==> src/rtl/batrider_snd_pkg.sv <==
// Register offsets and handshake FSM states shared by the 68k sound command port.
package batrider_snd_pkg;

   localparam logic [1:0] REG_LATCH0 = 2'd0;
   localparam logic [1:0] REG_LATCH1 = 2'd1;
   localparam logic [1:0] REG_REPLY0 = 2'd2;
   localparam logic [1:0] REG_REPLY1 = 2'd3;

   typedef enum logic [1:0] {
      ST_IDLE    = 2'd0,
      ST_PULSE   = 2'd1,
      ST_ACKWAIT = 2'd2,
      ST_DONE    = 2'd3
   } snd_state_t;

endpackage

==> src/rtl/batrider_snd_cmd.sv <==
// 68k sound command port: latches command bytes, pulses SND_CS, holds DTACK until the Z80 clears its NMI.
// Latency: reads 1 cycle; writes PULSE_W + ack cycles + 1. The 68k bus is stalled via DTACK meanwhile.
module batrider_snd_cmd
   import batrider_snd_pkg::*;
#(
   parameter int PULSE_W = 2,
   parameter int TIMEOUT = 4096
) (
   input  logic       CLK96,
   input  logic       RESET96_N,
   input  logic       M68K_CS,
   input  logic       M68K_RW,
   input  logic       M68K_LDS_N,
   input  logic [1:0] M68K_A,
   input  logic [7:0] M68K_DIN,
   output logic [7:0] M68K_DOUT,
   output logic       M68K_DTACK_N,
   output logic       M68K_IRQ,
   output logic [7:0] SOUNDLATCH,
   output logic [7:0] SOUNDLATCH2,
   output logic       SND_CS,
   input  logic       SND_WAIT,
   input  logic       SND_IRQ,
   input  logic [7:0] SOUNDLATCH3,
   input  logic [7:0] SOUNDLATCH4,
   output logic       TIMEOUT_FLAG
);

   localparam int PW = (PULSE_W > 1) ? $clog2(PULSE_W) : 1;
   localparam int TW = (TIMEOUT > 1) ? $clog2(TIMEOUT) : 1;

   snd_state_t    state, state_nxt;
   logic [PW-1:0] pcnt, pcnt_nxt;
   logic [TW-1:0] tcnt, tcnt_nxt;
   logic [7:0]    dout_nxt, latch0_nxt, latch1_nxt;
   logic          dtack_n_nxt, snd_cs_nxt, irq_nxt, tflag_nxt;
   logic          snd_irq_d, irq_clr;

   always_ff @(posedge CLK96 or negedge RESET96_N) begin
      if (!RESET96_N) begin
         state        <= ST_IDLE;
         pcnt         <= '0;
         tcnt         <= '0;
         M68K_DOUT    <= 8'h00;
         M68K_DTACK_N <= 1'b1;
         M68K_IRQ     <= 1'b0;
         SOUNDLATCH   <= 8'h00;
         SOUNDLATCH2  <= 8'h00;
         SND_CS       <= 1'b0;
         TIMEOUT_FLAG <= 1'b0;
         snd_irq_d    <= 1'b0;
      end else begin
         state        <= state_nxt;
         pcnt         <= pcnt_nxt;
         tcnt         <= tcnt_nxt;
         M68K_DOUT    <= dout_nxt;
         M68K_DTACK_N <= dtack_n_nxt;
         M68K_IRQ     <= irq_nxt;
         SOUNDLATCH   <= latch0_nxt;
         SOUNDLATCH2  <= latch1_nxt;
         SND_CS       <= snd_cs_nxt;
         TIMEOUT_FLAG <= tflag_nxt;
         snd_irq_d    <= SND_IRQ;
      end
   end

   always_comb begin
      state_nxt   = state;
      pcnt_nxt    = pcnt;
      tcnt_nxt    = tcnt;
      dout_nxt    = M68K_DOUT;
      dtack_n_nxt = M68K_DTACK_N;
      latch0_nxt  = SOUNDLATCH;
      latch1_nxt  = SOUNDLATCH2;
      snd_cs_nxt  = SND_CS;
      tflag_nxt   = TIMEOUT_FLAG;
      irq_clr     = 1'b0;

      case (state)
         ST_IDLE: begin
            if (M68K_CS) begin
               if (M68K_RW) begin
                  case (M68K_A)
                     REG_REPLY0: dout_nxt = SOUNDLATCH3;
                     REG_REPLY1: dout_nxt = SOUNDLATCH4;
                     default:    dout_nxt = 8'hFF;
                  endcase
                  dtack_n_nxt = 1'b0;
                  state_nxt   = ST_DONE;
               end else if (!M68K_LDS_N && !M68K_A[1]) begin
                  if (M68K_A == REG_LATCH0) latch0_nxt = M68K_DIN;
                  else                      latch1_nxt = M68K_DIN;
                  snd_cs_nxt = 1'b1;
                  pcnt_nxt   = '0;
                  state_nxt  = ST_PULSE;
               end else begin
                  irq_clr     = !M68K_LDS_N && (M68K_A == REG_REPLY0);
                  dtack_n_nxt = 1'b0;
                  state_nxt   = ST_DONE;
               end
            end
         end
         ST_PULSE: begin
            if (pcnt == PW'(PULSE_W - 1)) begin
               snd_cs_nxt = 1'b0;
               tcnt_nxt   = '0;
               state_nxt  = ST_ACKWAIT;
            end else begin
               pcnt_nxt = pcnt + PW'(1);
            end
         end
         ST_ACKWAIT: begin
            // An aborted bus cycle still finishes the handshake, but DTACK stays off.
            if (!SND_WAIT) begin
               dtack_n_nxt = !M68K_CS;
               state_nxt   = ST_DONE;
            end else if (tcnt == TW'(TIMEOUT - 1)) begin
               tflag_nxt   = 1'b1;
               dtack_n_nxt = !M68K_CS;
               state_nxt   = ST_DONE;
            end else begin
               tcnt_nxt = tcnt + TW'(1);
            end
         end
         ST_DONE: begin
            if (!M68K_CS) begin
               dtack_n_nxt = 1'b1;
               state_nxt   = ST_IDLE;
            end else begin
               dtack_n_nxt = 1'b0;
            end
         end
         default: state_nxt = ST_IDLE;
      endcase

      // A new SND_IRQ edge outranks a coincident clear.
      irq_nxt = M68K_IRQ;
      if (irq_clr)                irq_nxt = 1'b0;
      if (SND_IRQ && !snd_irq_d)  irq_nxt = 1'b1;
   end

endmodule

==> config.mk <==
export PLATFORM = sky130hd
export DESIGN_NAME = batrider_snd_cmd
export DESIGN_NICKNAME = d
export VERILOG_FILES = /design/src/rtl/batrider_snd_pkg.sv /design/src/rtl/batrider_snd_cmd.sv
export SDC_FILE = /design/constraint.sdc
export NUM_CORES = 1
export LEC_CHECK = 0
export CAP_MARGIN = 10
export CELL_PAD_IN_SITES_DETAIL_PLACEMENT = 2
export CELL_PAD_IN_SITES_GLOBAL_PLACEMENT = 2
export CORE_ASPECT_RATIO = 0.75
export CORE_UTILIZATION = 32
export DETAILED_ROUTE_END_ITERATION = 10
export GPL_TIMING_DRIVEN = 0
export PLACE_DENSITY_LB_ADDON = 0.1
export SYNTH_ARGS = -nofsm -noshare
export SYNTH_HDL_FRONTEND = slang
export SYNTH_SLANG_ARGS = --single-unit
==> constraint.sdc <==
create_clock -name CLK96 -period 3.5 [get_ports CLK96]
set_input_delay 0.35 -clock CLK96 [delete_from_list [all_inputs] [get_ports CLK96]]
set_output_delay 0.35 -clock CLK96 [all_outputs]
set_load 0.03 [all_outputs]
Word level (Yosys, flattened, before mapping) --
Cells that the tools add are included.
Storage, ports and cells: logic and storage cells 88, bits of input ports 33, register bits after elaboration 44, output and inout bits 28
Operators by class: mux-type cells 36, bitwise gates (word level) 2, add/sub/neg operators 2, reduce and logical (&&, ||, !) cells 22, eq/ne operators 15
Operator list (number):
- 12-bit two-way mux | 3
- 12-bit one-hot mux with 2 select lines | 1
- 1-bit two-way mux | 20
- 8-bit one-hot mux with 2 select lines | 1
- 4-bit AND reduction | 4
- 5-bit AND reduction | 3
- 2-bit two-way mux | 7
- 2-bit != test, second input constant | 7
- 12-bit by 1-bit adder with 12-bit output, second input constant | 1
- 12-bit == test, second input constant | 1
- 2-bit == test, second input constant | 4
- 2-bit one-hot mux with 4 select lines | 1
- 3-bit != test, second input constant | 2
- 3-bit AND reduction | 2
- 2-bit nonzero test | 3
- 1-bit zero test | 4
- 2-bit zero test | 2
- 1-bit one-hot mux with 2 select lines | 2
- 1-bit logical AND | 3
- 1-bit one-hot mux with 3 select lines | 1
- 3-bit nonzero test | 1
- 2-bit by 1-bit == test with 1-bit output, second input constant | 1
- 1-bit NOT | 2
- 1-bit adder, second input constant | 1

Logic depth before layout (Yosys ltp) --
Gate-level depths: netlist (run 1).
word-level depth 8, depth in mapped cells 7, gate-level depth less buffers 6

Worst setup path before layout (run 1) --
OpenSTA, ideal clock, no wires.
path type register to register, start register tcnt[0], end register state[1], arrival time 1772 ps, buffers on the path 0, setup time 127 ps, path slack 1601 ps, stages on the path, launching flop included 6, period minus slack after synthesis 1899 ps, data required time 3373 ps, cells stage by stage dfrtp_1 ha_1 nand3_1 or3_1 a311o_1 mux2_1
On the way: longest elaborated chain between the ends 3
Ends and longest elaborated chain:
- start, declared | RTL line batrider_snd_cmd.sv:34 | logic [TW-1:0] tcnt, tcnt_nxt;
- start signal, assigned | RTL line batrider_snd_cmd.sv:55 | tcnt <= tcnt_nxt;
- 12-bit == test | RTL line batrider_snd_cmd.sv:117 | end else if (tcnt == TW'(TIMEOUT - 1)) begin
- 3-bit != test (no source line)
- 4-bit AND reduction (no source line)
- end signal, assigned | RTL line batrider_snd_cmd.sv:53 | state <= state_nxt;
- end, declared | RTL line batrider_snd_cmd.sv:32 | snd_state_t state, state_nxt;
Every way passes these cells. A chain may end at the register's enable or synchronous reset.

Worst setup path in the final report (run 1) --
start register state[0], end register tcnt[9]
On the way: longest elaborated chain between the ends 3, elaborated cells on any way between the ends 8, classes of those cells eq/ne: 5; mux: 1; reduce/logical: 2
Ends and longest elaborated chain:
- 2-bit == test or 2-bit by 1-bit == test with 1-bit output (tied branches) | RTL line batrider_snd_cmd.sv:79 | case (state)
- 2-bit != test (no source line) or 2-bit nonzero test (tied branches)
- 4-bit AND reduction (no source line)
Several ways; a longest one is shown, not always the timed one.

==> metrics.cfg, run 1 <==
[outcome]
status = finished, final reports clean

[floorplanning]
die_y_um = 72.7
io_pins = 61
fp.dieArea_mm2 = 0.00699
die_width_um = 96.2
initial_core_util_pct = 33.4
coreArea_mm2 = 0.00638
rows = 25

[power_and_ir_drop]
net-switching-power_mw = 0.854
clkPwrFrac_pct = 20.8
ir_drop_v = 0.000322
p_leak_nw = 1.28
power.density_mw_per_mm2 = 746
comb_power_share_pct = 45.2
intPower_mw = 1.37
seqPwrFrac_pct = 34.0
netSwitchingFraction_pct = 38.4

[clock_network]
clkLatencyLatePin_ns = 0.30
root_buffer = clkbuf_8
cts_buffers = 5
clockBufferDepth = 2
htree_levels = 2
cts_tree = built
post_cts_buffers = 0
clk_pin_slew_ns = 0.09
clkSinkCount = 44

[final_layout]
ff_latch_area_mm2 = 0.00110
stdcell_count = 345
antennaDiodeCount = 0
area_growth_pct = 40.2
final_nets = 303
fill_cells = 687
drive_above_1_share_pct = 12.1
multi_input_area_um2 = 975

[timing]
finalClockSkew_ns = 0.00678
tns_ns = 0
max_slew_margin_pct = 43.0
setup_viol = 0
tightestPinTransition_ns = 0.848
period_minus_slack_ns = 2.44
hold_viol = 0
max_freq_mhz = 410
period_share_pct = 69.7
slew_violations = 0
setup_slack_ns = 1.06
worst_hold_slack_ns = 0.426
rsz0062_at_grt = no

[synthesis]
netlist_instances = 195
synthDistinctLibCells = 37
ys_ff_latch = 44
synth.area.top_cells = dfrtp_1, mux2_2, a31oi_1
ys_seq_area_share_pct = 51.7
synth_nets = 234
postSynthAreaPerCell_um2 = 10.9
yosysTopAreaCell = dfrtp_1
netlist_area_mm2 = 0.00213
yosys_warnings = 0
yosys.area.top_type_share_pct = 50.5

[route]
wire_per_inst_um = 17.8
viasPerCell = 5.39
vias = 1858
totalWireLength_um = 6140
drt_pass1_iterations = 6
drcViolationCount = 0
final_antenna_net_count = 0
drt_iter0_markers = 51

[global_routing]
grt_overflow = 0
track_usage_pct = 19.0
grt_pass1_wl_um = 10100
grt_max_degree = 34
grt_pass1_vias = 1947
antenna_found_initial = 0

[worst_hold_path]
hp-class = register to register

[critical_path]
arrival_ns = 2.66
critPathCaptureType = register
critPathKind = register to register
required_ns = 3.73
cp-start-kind = register
cp_max_fo = 8

[placement]
dpl.cell_count = 337
dpl.hpwl_um = 4540
place_ws_ns = 0.858
io_buffers = 60
gp_congestion = 0.705

[job]
maxCapViolCount = 0

## cells in the mapped netlist
master	count
dfrtp_1	43
nor2_1	19
a31oi_1	18
mux2_2	18
nand3_1	11
clkbuf_1	8
mux2i_1	8
nand2_1	8
o31ai_1	8
ha_1	6
o21ai_0	6
and3_1	5
inv_1	5
a21oi_1	3
nand4_1	3
nand2b_1	2
nor3_1	2
o41ai_1	2
or3_1	2
a21boi_0	1
a21o_1	1
a22o_1	1
a311o_1	1
a311oi_1	1
a41oi_1	1
and4_1	1
buf_2	1
dfstp_2	1
mux2_1	1
nand4_2	1
nor2b_1	1
nor4_1	1
nor4_2	1
o21bai_1	1
o22a_1	1
o2bb2ai_1	1
or2_2	1
## power groups by stage
stage	registers, mW	logic, mW	clock network [mW]
2_1_floorplan	0.985	0.368	0
3_3_place_gp	0.756	0.983	0
6_report	0.757	1.01	0.464
3_5_place_dp	0.769	1.01	0
5_1_grt	0.778	1.09	0.491
4_1_cts	0.760	1.02	0.475
## kinds of logic after synthesis
kind of cell,share of synthesized area (%)
and+or+nand+nor,13.8
AOI/OAI and AO/OA,14.6
DFF,51.7
muxes,13.8
buffers and inverters,2.52
adders and majority gates,3.52
## path summary, 6_finish.rpt
kind,from,end,slack (ns),cells past startpoint
max,state[0]$_DFFE_PN0P_,tcnt[9]$_DFFE_PN0P_,1.06,6
min,snd_irq_d$_DFF_PN0_,M68K_IRQ$_DFFE_PN0P_,0.43,1
max reg2reg,state[0]$_DFFE_PN0P_,tcnt[9]$_DFFE_PN0P_,1.06,6
min reg2reg,snd_irq_d$_DFF_PN0_,M68K_IRQ$_DFFE_PN0P_,0.43,1
max in group asynchronous,RESET96_N,SOUNDLATCH2[4]$_DFFE_PN0P_,2.55,3
min in group asynchronous,RESET96_N,state[0]$_DFFE_PN0P_,0.47,2
## per-stage QoR
stage	area, um2	power (mW)	util (%)
2_1_floorplan	2130	1.35	-
3_3_place_gp	2830	1.74	44.4
3_5_place_dp	2850	1.78	44.6
4_1_cts	2990	2.25	46.8
5_1_grt	2990	2.36	46.8
6_report	2990	2.23	46.8
## registers in the layout, summed over array words and instances, names as in the netlist, 2 cells and up
| signal | flops |
|---|---|
| M68K_DOUT | 8 |
| SOUNDLATCH2 | 8 |
| state | 2 |
| tcnt | 12 |
| SOUNDLATCH | 8 |
## cells in the final DEF, fill, tap and decap left out, drive strengths merged, types with 3 or more instances in the layout
master	count
nor2	19
mux2i	8
and3	5
ha	6
clkbuf	13
dfrtp	43
clkdlybuf4s50	59
nand2	8
o31ai	8
buf	3
nand4	4
a31oi	18
o21ai	6
a21oi	3
nand3	11
inv	5
mux2	19
## metal layers
metal | up-vias | share of wire (%) | GRT usage [%]
li1 | 862 | - | -
met1 | 942 | 49 | 26.5
met2 | 48 | 46 | 30.5
met3 | 6 | 4.5 | 3.85
met4 | 0 | 0.49 | 3.98
met5 | - | 0 | 0
## what timing repair did
item | CTS | global route
endpoints found under the hold margin | 10 | 0
hold buffers | 1 | 0
gates resized for setup | 0 | 0
## cell type report
| cell class | instances | share of cell area [%] |
|---|---|---|
| Timing Repair Buffer | 62 | 20.9 |
| Buffer | 9 | 1.17 |
| Clock inverter | 2 | 2.01 |
| Tap cell | 81 | 3.39 |
| Inverter | 5 | 0.628 |
| Multi-Input combinational cell | 137 | 32.6 |
| Clock buffer | 5 | 2.30 |
| Sequential cell | 44 | 36.9 |
## critical path, cell delays in order (launching register included)
cell and delay, ns:
dfrtp_1 0.42, inv_1 0.14, ha_1 0.31, inv_1 0.21, nor4_2 0.80, nor2_1 0.25
a31oi_1 0.23
Power figures use the tool's default switching activity.
==> inputs of run 2 (changes only) <==
--- a/config.mk
+++ b/config.mk
@@ -9,7 +9,7 @@
 export CELL_PAD_IN_SITES_DETAIL_PLACEMENT = 2
 export CELL_PAD_IN_SITES_GLOBAL_PLACEMENT = 2
 export CORE_ASPECT_RATIO = 0.75
-export CORE_UTILIZATION = 32
+export CORE_UTILIZATION = 29
 export DETAILED_ROUTE_END_ITERATION = 10
 export GPL_TIMING_DRIVEN = 0
 export PLACE_DENSITY_LB_ADDON = 0.1
==> constraint.sdc (replaced) <==
create_clock -name CLK96 -period 2.3 [get_ports CLK96]
set_input_delay 0.23 -clock CLK96 [delete_from_list [all_inputs] [get_ports CLK96]]
set_output_delay 0.23 -clock CLK96 [all_outputs]
set_load 0.03 [all_outputs]
==> run 2 against run 1 <==
Flip-flop and latch count is the same. Non-clock buffer count fell by 1. Utilization down 3.6 points. Worst setup slack got worse by 0.95 ns. Final area up 0.75%. Die area increased by 10%. Sequential power grew 51%. First-iteration DRC count is the same. Global-route usage decreased by 1.5 points. Fmax grew 11%. Critical path type unchanged. Largest cell class unchanged.
==> metrics.cfg, run 2 (synthesized netlist as in run 1, its figures left out) <==
[route]
viasPerCell = 5.08  ; -5.7%
drt_iter0_markers = 51  ; unchanged
vias = 1838  ; -1.1%
totalWireLength_um = 6110  ; -0.46%
final_antenna_net_count = 0  ; unchanged
drcViolationCount = 0  ; unchanged
wire_per_inst_um = 16.9  ; -5.1%
drt_pass1_iterations = 5  ; -1

[global_routing]
grt_overflow = 0  ; unchanged
grt_max_degree = 33  ; -2.9%
grt_pass1_wl_um = 10500  ; +4.3%
antenna_found_initial = 0  ; unchanged
grt_pass1_vias = 2013  ; +3.4%
track_usage_pct = 17.5  ; -1.5 points

[job]
maxCapViolCount = 0  ; unchanged

[placement]
gp_congestion = 0.773  ; +9.6%
place_ws_ns = -0.340  ; -1.20 ns
dpl.cell_count = 354  ; +5.0%
dpl-instance-area_mm2 = 0.00287  ; +0.75%
dpl.hpwl_um = 4610  ; +1.4%
io_buffers = 60  ; unchanged

[timing]
hold_viol = 0  ; unchanged
finalClockSkew_ns = 0.00910  ; +0.00232 ns
slew_violations = 0  ; unchanged
max_slew_margin_pct = 51.4  ; +8.4 points
period_share_pct = 95.1  ; +25 points
rsz0062_at_grt = no
max_freq_mhz = 457  ; +11%
worst_hold_slack_ns = 0.360  ; -0.0665 ns
period_minus_slack_ns = 2.19  ; -0.251 ns
setup_viol = 0  ; unchanged
setup_slack_ns = 0.112  ; -0.949 ns
tightestPinTransition_ns = 0.729  ; -0.120 ns

[critical_path]
crit_buf_inv = 0  ; -2
crit_family = simple AND/OR/NAND/NOR gates
arrival_ns = 2.37  ; -0.29 ns
cpMaxStageDelayCell = or3_1
cp_cell_sequence = ha_1 -> nand3_1 -> or3_1 -> a311o_1 -> mux2_1
required_ns = 2.49  ; -1.24 ns
critPathKind = register to register
cp-start-kind = register
cp_slowest_stage_delay_ns = 0.45  ; -0.35 ns
critPathCaptureType = register
cp_max_fo = 5  ; -3

[final_layout]
final_common_cell = clkdlybuf4s50_1
antennaDiodeCount = 0  ; unchanged
largest_reg_flops = 12  ; unchanged
fin_area_mm2 = 0.00301  ; +0.75%
stdcell_count = 362  ; +4.9%
final_nets = 302  ; -0.33%
area_growth_pct = 41.2
final_core_util_pct = 43.2  ; -3.6 points
regMostFlops = tcnt
drive_above_1_share_pct = 13.3  ; +1.1 points
final_cell_mix = clkdlybuf4s50_1, dfrtp_1, mux2_2, nor2_1, a31oi_1
fill_cells = 781  ; +14%

[outcome]
status = finished, final reports clean

[clock_network]
clkLatencyLatePin_ns = 0.30  ; about the same
cts_tree = built
htree_levels = 2  ; unchanged
clkSinkCount = 44  ; unchanged
cts_buffers = 5  ; unchanged
post_cts_buffers = 0  ; unchanged
clockBufferDepth = 2  ; unchanged
clk_pin_slew_ns = 0.09  ; about the same
root_buffer = clkbuf_8

[floorplanning]
rows = 26  ; +4.0%
coreArea_mm2 = 0.00696  ; +9.1%
die_width_um = 101  ; +4.9%
io_pins = 61  ; unchanged
die_y_um = 76.2  ; +4.9%
initial_core_util_pct = 30.6  ; -2.8 points
fp.dieArea_mm2 = 0.00770  ; +10%

[power_and_ir_drop]
p_leak_nw = 1.29  ; +0.77%
power.density_mw_per_mm2 = 1100  ; +47%
ir_drop_v = 0.000505  ; +57%

[worst_hold_path]
hp-class = input pin to async pin

run 2: where the power goes:
group	total (mW)	internal, mW	switching (mW)
Clock	0.639	0.356	0.283
Combinational	1.53	0.652	0.874
Sequential	1.14	1.00	0.140
run 2: area by class of cell:
type | instances | area [um2] | area share (%)
tap | 98 | 123 | 4.07
inverter | 5 | 18.8 | 0.624
timing repair buffer | 62 | 626 | 20.8
clock buffer | 6 | 82.6 | 2.74
sequential | 44 | 1100 | 36.6
buffer | 8 | 32.5 | 1.08
multi-input combinational | 137 | 986 | 32.8
clock inverter | 2 | 38.8 | 1.29
run 2: stage by stage:
step                power (mW)  setup TNS (ns)
floorplan                 2.06               0
detailed placement        2.71           -2.81
global route              3.54               0
CTS                       3.38               0
global placement          2.65          -15.94
finish                    3.31               0
run 2: routing by layer:
layer	wire (um)	vias to the layer above	global-route usage (%)
li1	-	867	-
met1	3000	924	24.8
met2	2860	42	27.9
met3	206	5	3.49
met4	42	0	3.48
met5	0	-	0
run 2: worst paths after layout:
path,slack (ns),start,to,depth (start not counted)
setup / recovery,0.11,tcnt[0]$_DFFE_PN0P_,state[1]$_DFFE_PN0P_,5
hold / removal,0.36,RESET96_N,M68K_DOUT[0]$_DFFE_PN0P_,2
setup reg to reg,0.11,tcnt[0]$_DFFE_PN0P_,state[1]$_DFFE_PN0P_,5
hold reg to reg,0.43,snd_irq_d$_DFF_PN0_,M68K_IRQ$_DFFE_PN0P_,1
max in group asynchronous,1.46,RESET96_N,tcnt[2]$_DFFE_PN0P_,3
min in group CLK96,0.39,SND_IRQ,snd_irq_d$_DFF_PN0_,1
run 2: worst register-to-register path: stages, from the launching register on:
cell and delay (ns):
dfrtp_1 0.42, ha_1 0.27, nand3_1 0.21, or3_1 0.45, a311o_1 0.40, mux2_1 0.32
run 2: timing repair:
item / 4_1_cts / 5_1_grt
hold endpoints to repair: 11 / 0
resized for setup: 2 / 2
hold buffers: 1 / 0
pin swaps: 0 / 1
endpoints found under the setup margin: 12 / 9
==> inputs of run 3 (changes only) <==
--- a/config.mk
+++ b/config.mk
@@ -9,9 +9,10 @@
 export CELL_PAD_IN_SITES_DETAIL_PLACEMENT = 2
 export CELL_PAD_IN_SITES_GLOBAL_PLACEMENT = 2
 export CORE_ASPECT_RATIO = 0.75
+export CORE_MARGIN = 5
 export CORE_UTILIZATION = 29
 export DETAILED_ROUTE_END_ITERATION = 10
-export GPL_TIMING_DRIVEN = 0
+export GPL_ROUTABILITY_DRIVEN = 0
 export PLACE_DENSITY_LB_ADDON = 0.1
 export SYNTH_ARGS = -nofsm -noshare
 export SYNTH_HDL_FRONTEND = slang
==> run 3 against run 2 <==
Worst setup slack improved by 0.079 ns. Die area increased by 19%. Hold slack better by 0.030 ns. Register-to-register slack improved by 0.08 ns. Sequential share of layout area about the same. Global-route usage decreased by 2.5 points. Clock power is 3% lower. Clock skew rose by 0.0018 ns. Final area is essentially flat. Fmax increased by 3.8%. Highest routed layer unchanged.
==> metrics.cfg, run 3 (synthesized netlist as in run 1, its figures left out) <==
[floorplanning]
rows = 27  ; +3.8%
die_y_um = 84.2  ; +10%
die_width_um = 109  ; +7.9%
io_pins = 61  ; unchanged
initial_core_util_pct = 29.3  ; -1.3 points
fp.dieArea_mm2 = 0.00918  ; +19%
coreArea_mm2 = 0.00726  ; +4.3%

[route]
drt_iter0_markers = 46  ; -9.8%
wire_per_inst_um = 17.1  ; +1.4%
final_antenna_net_count = 0  ; unchanged
viasPerCell = 4.98  ; -1.8%
vias = 1819  ; -1.0%
drcViolationCount = 0  ; unchanged
totalWireLength_um = 6250  ; +2.3%
drt_pass1_iterations = 3  ; -2

[critical_path]
required_ns = 2.50  ; about the same
cp-start-kind = register
crit_path_start = tcnt[1]$_DFFE_PN0P_
critPathKind = register to register
critPathCaptureType = register
timing.rr.start = tcnt[1]$_DFFE_PN0P_
cp_max_fo = 5  ; unchanged
arrival_ns = 2.30  ; -0.07 ns

[final_layout]
regMostFlops = tcnt
fill_cells = 777  ; -0.51%
ff_latch_area_mm2 = 0.00110  ; unchanged
largest_reg_flops = 12  ; unchanged
area_growth_pct = 41.3  ; about the same
final_core_util_pct = 41.4  ; -1.8 points
multi_input_area_um2 = 975  ; -1.1%
final_nets = 302  ; unchanged
fin_area_mm2 = 0.00301  ; about the same
final_common_cell = clkdlybuf4s50_1
antennaDiodeCount = 0  ; unchanged
final_cell_mix = clkdlybuf4s50_1, dfrtp_1, nor2_1
drive_above_1_share_pct = 15.2  ; +1.9 points

[job]
maxCapViolCount = 0  ; unchanged

[power_and_ir_drop]
power.total_mw = 3.31  ; +0.20%
ir_drop_v = 0.000377  ; -25%
p_leak_nw = 1.29  ; about the same
net-switching-power_mw = 1.32  ; +2.1%
seqPwrFrac_pct = 34.6  ; about the same
power.density_mw_per_mm2 = 1100  ; +0.16%
clkPwrFrac_pct = 18.8  ; -0.5 points
intPower_mw = 1.99  ; -1.0%
comb_power_share_pct = 46.6  ; +0.5 points
netSwitchingFraction_pct = 39.9  ; +0.74 points

[clock_network]
cts_resized = 0  ; -2
clockBufferDepth = 2  ; unchanged
post_cts_buffers = 0  ; unchanged
root_buffer = clkbuf_8
cts_hold_buf = 1  ; unchanged
cts_tree = built
clkSinkCount = 44  ; unchanged
clkLatencyLatePin_ns = 0.30  ; about the same
htree_levels = 2  ; unchanged
clk_pin_slew_ns = 0.09  ; about the same
cts_buffers = 5  ; unchanged

[timing]
setup_viol = 0  ; unchanged
max_freq_mhz = 474  ; +3.8%
rsz0062_at_grt = no
period_minus_slack_ns = 2.11  ; -0.0792 ns
slew_violations = 0  ; unchanged
setup_slack_ns = 0.192  ; +0.0792 ns
hold_viol = 0  ; unchanged
finalClockSkew_ns = 0.0109  ; +0.00180 ns
period_share_pct = 91.7  ; -3.4 points
tightestPinTransition_ns = 0.556  ; -0.173 ns
tns_ns = 0  ; unchanged
max_slew_margin_pct = 62.9  ; +12 points

[global_routing]
grt_pass1_wl_um = 10800  ; +3.5%
grt_overflow = 0  ; unchanged
antenna_found_initial = 0  ; unchanged
track_usage_pct = 15.0  ; -2.5 points
grt_pass1_vias = 2006  ; -0.35%
grt_max_degree = 20  ; -39%

[placement]
dpl-instance-area_mm2 = 0.00289  ; +0.57%
io_buffers = 60  ; unchanged
place_ws_ns = 0.179  ; +0.519 ns
dpl.hpwl_um = 4830  ; +4.7%

[worst_hold_path]
hp-class = input pin to async pin

[outcome]
status = finished, final reports clean

run 3: through the flow:
step                instances  hold WS (ns)
finish                    365         0.389
global route              365         0.383
CTS                       365         0.383
detailed placement        356         0.195
global placement          356         0.189
floorplan                 195       -0.0656
run 3: metal layers:
layer,GRT usage (%),routed length (um),vias up
met5,0,0,-
met4,3.90,70,0
met3,3.54,266,7
met2,23.1,2780,38
met1,21.1,3140,907
li1,-,-,867
run 3: final timing paths:
| check | to | slack (ns) | cells after the start |
|---|---|---|---|
| worst min register to register | M68K_IRQ$_DFFE_PN0P_ | 0.44 | 1 |
| max in group asynchronous | M68K_DTACK_N$_DFFE_PN1P_ | 1.31 | 3 |
| worst min-delay path | tcnt[6]$_DFFE_PN0P_ | 0.39 | 2 |
| worst max-delay path | state[1]$_DFFE_PN0P_ | 0.19 | 5 |
| min in group CLK96 | snd_irq_d$_DFF_PN0_ | 0.39 | 1 |
| worst max register to register | state[1]$_DFFE_PN0P_ | 0.19 | 5 |
run 3: area by class of cell:
class	instances	area share [%]
Sequential cell	44	36.6
Clock buffer	5	2.29
Multi-Input combinational cell	137	32.4
Clock inverter	3	1.54
Timing Repair Buffer	70	22.4
Inverter	5	0.623
Tap cell	101	4.20
run 3: critical path, cell delays in order (launching register included):
cell and delay, ns:
dfrtp_1 0.41, ha_1 0.26, nand3_1 0.16, or3_1 0.45, a311o_1 0.40, mux2_1 0.31
run 3: power groups by stage:
stage	clock, mW	sequential (mW)	combinational [mW]
6_report	0.622	1.15	1.55
5_1_grt	0.684	1.18	1.67
4_1_cts	0.652	1.15	1.57
3_5_place_dp	0	1.17	1.55
3_3_place_gp	0	1.16	1.51
2_1_floorplan	0	1.50	0.559
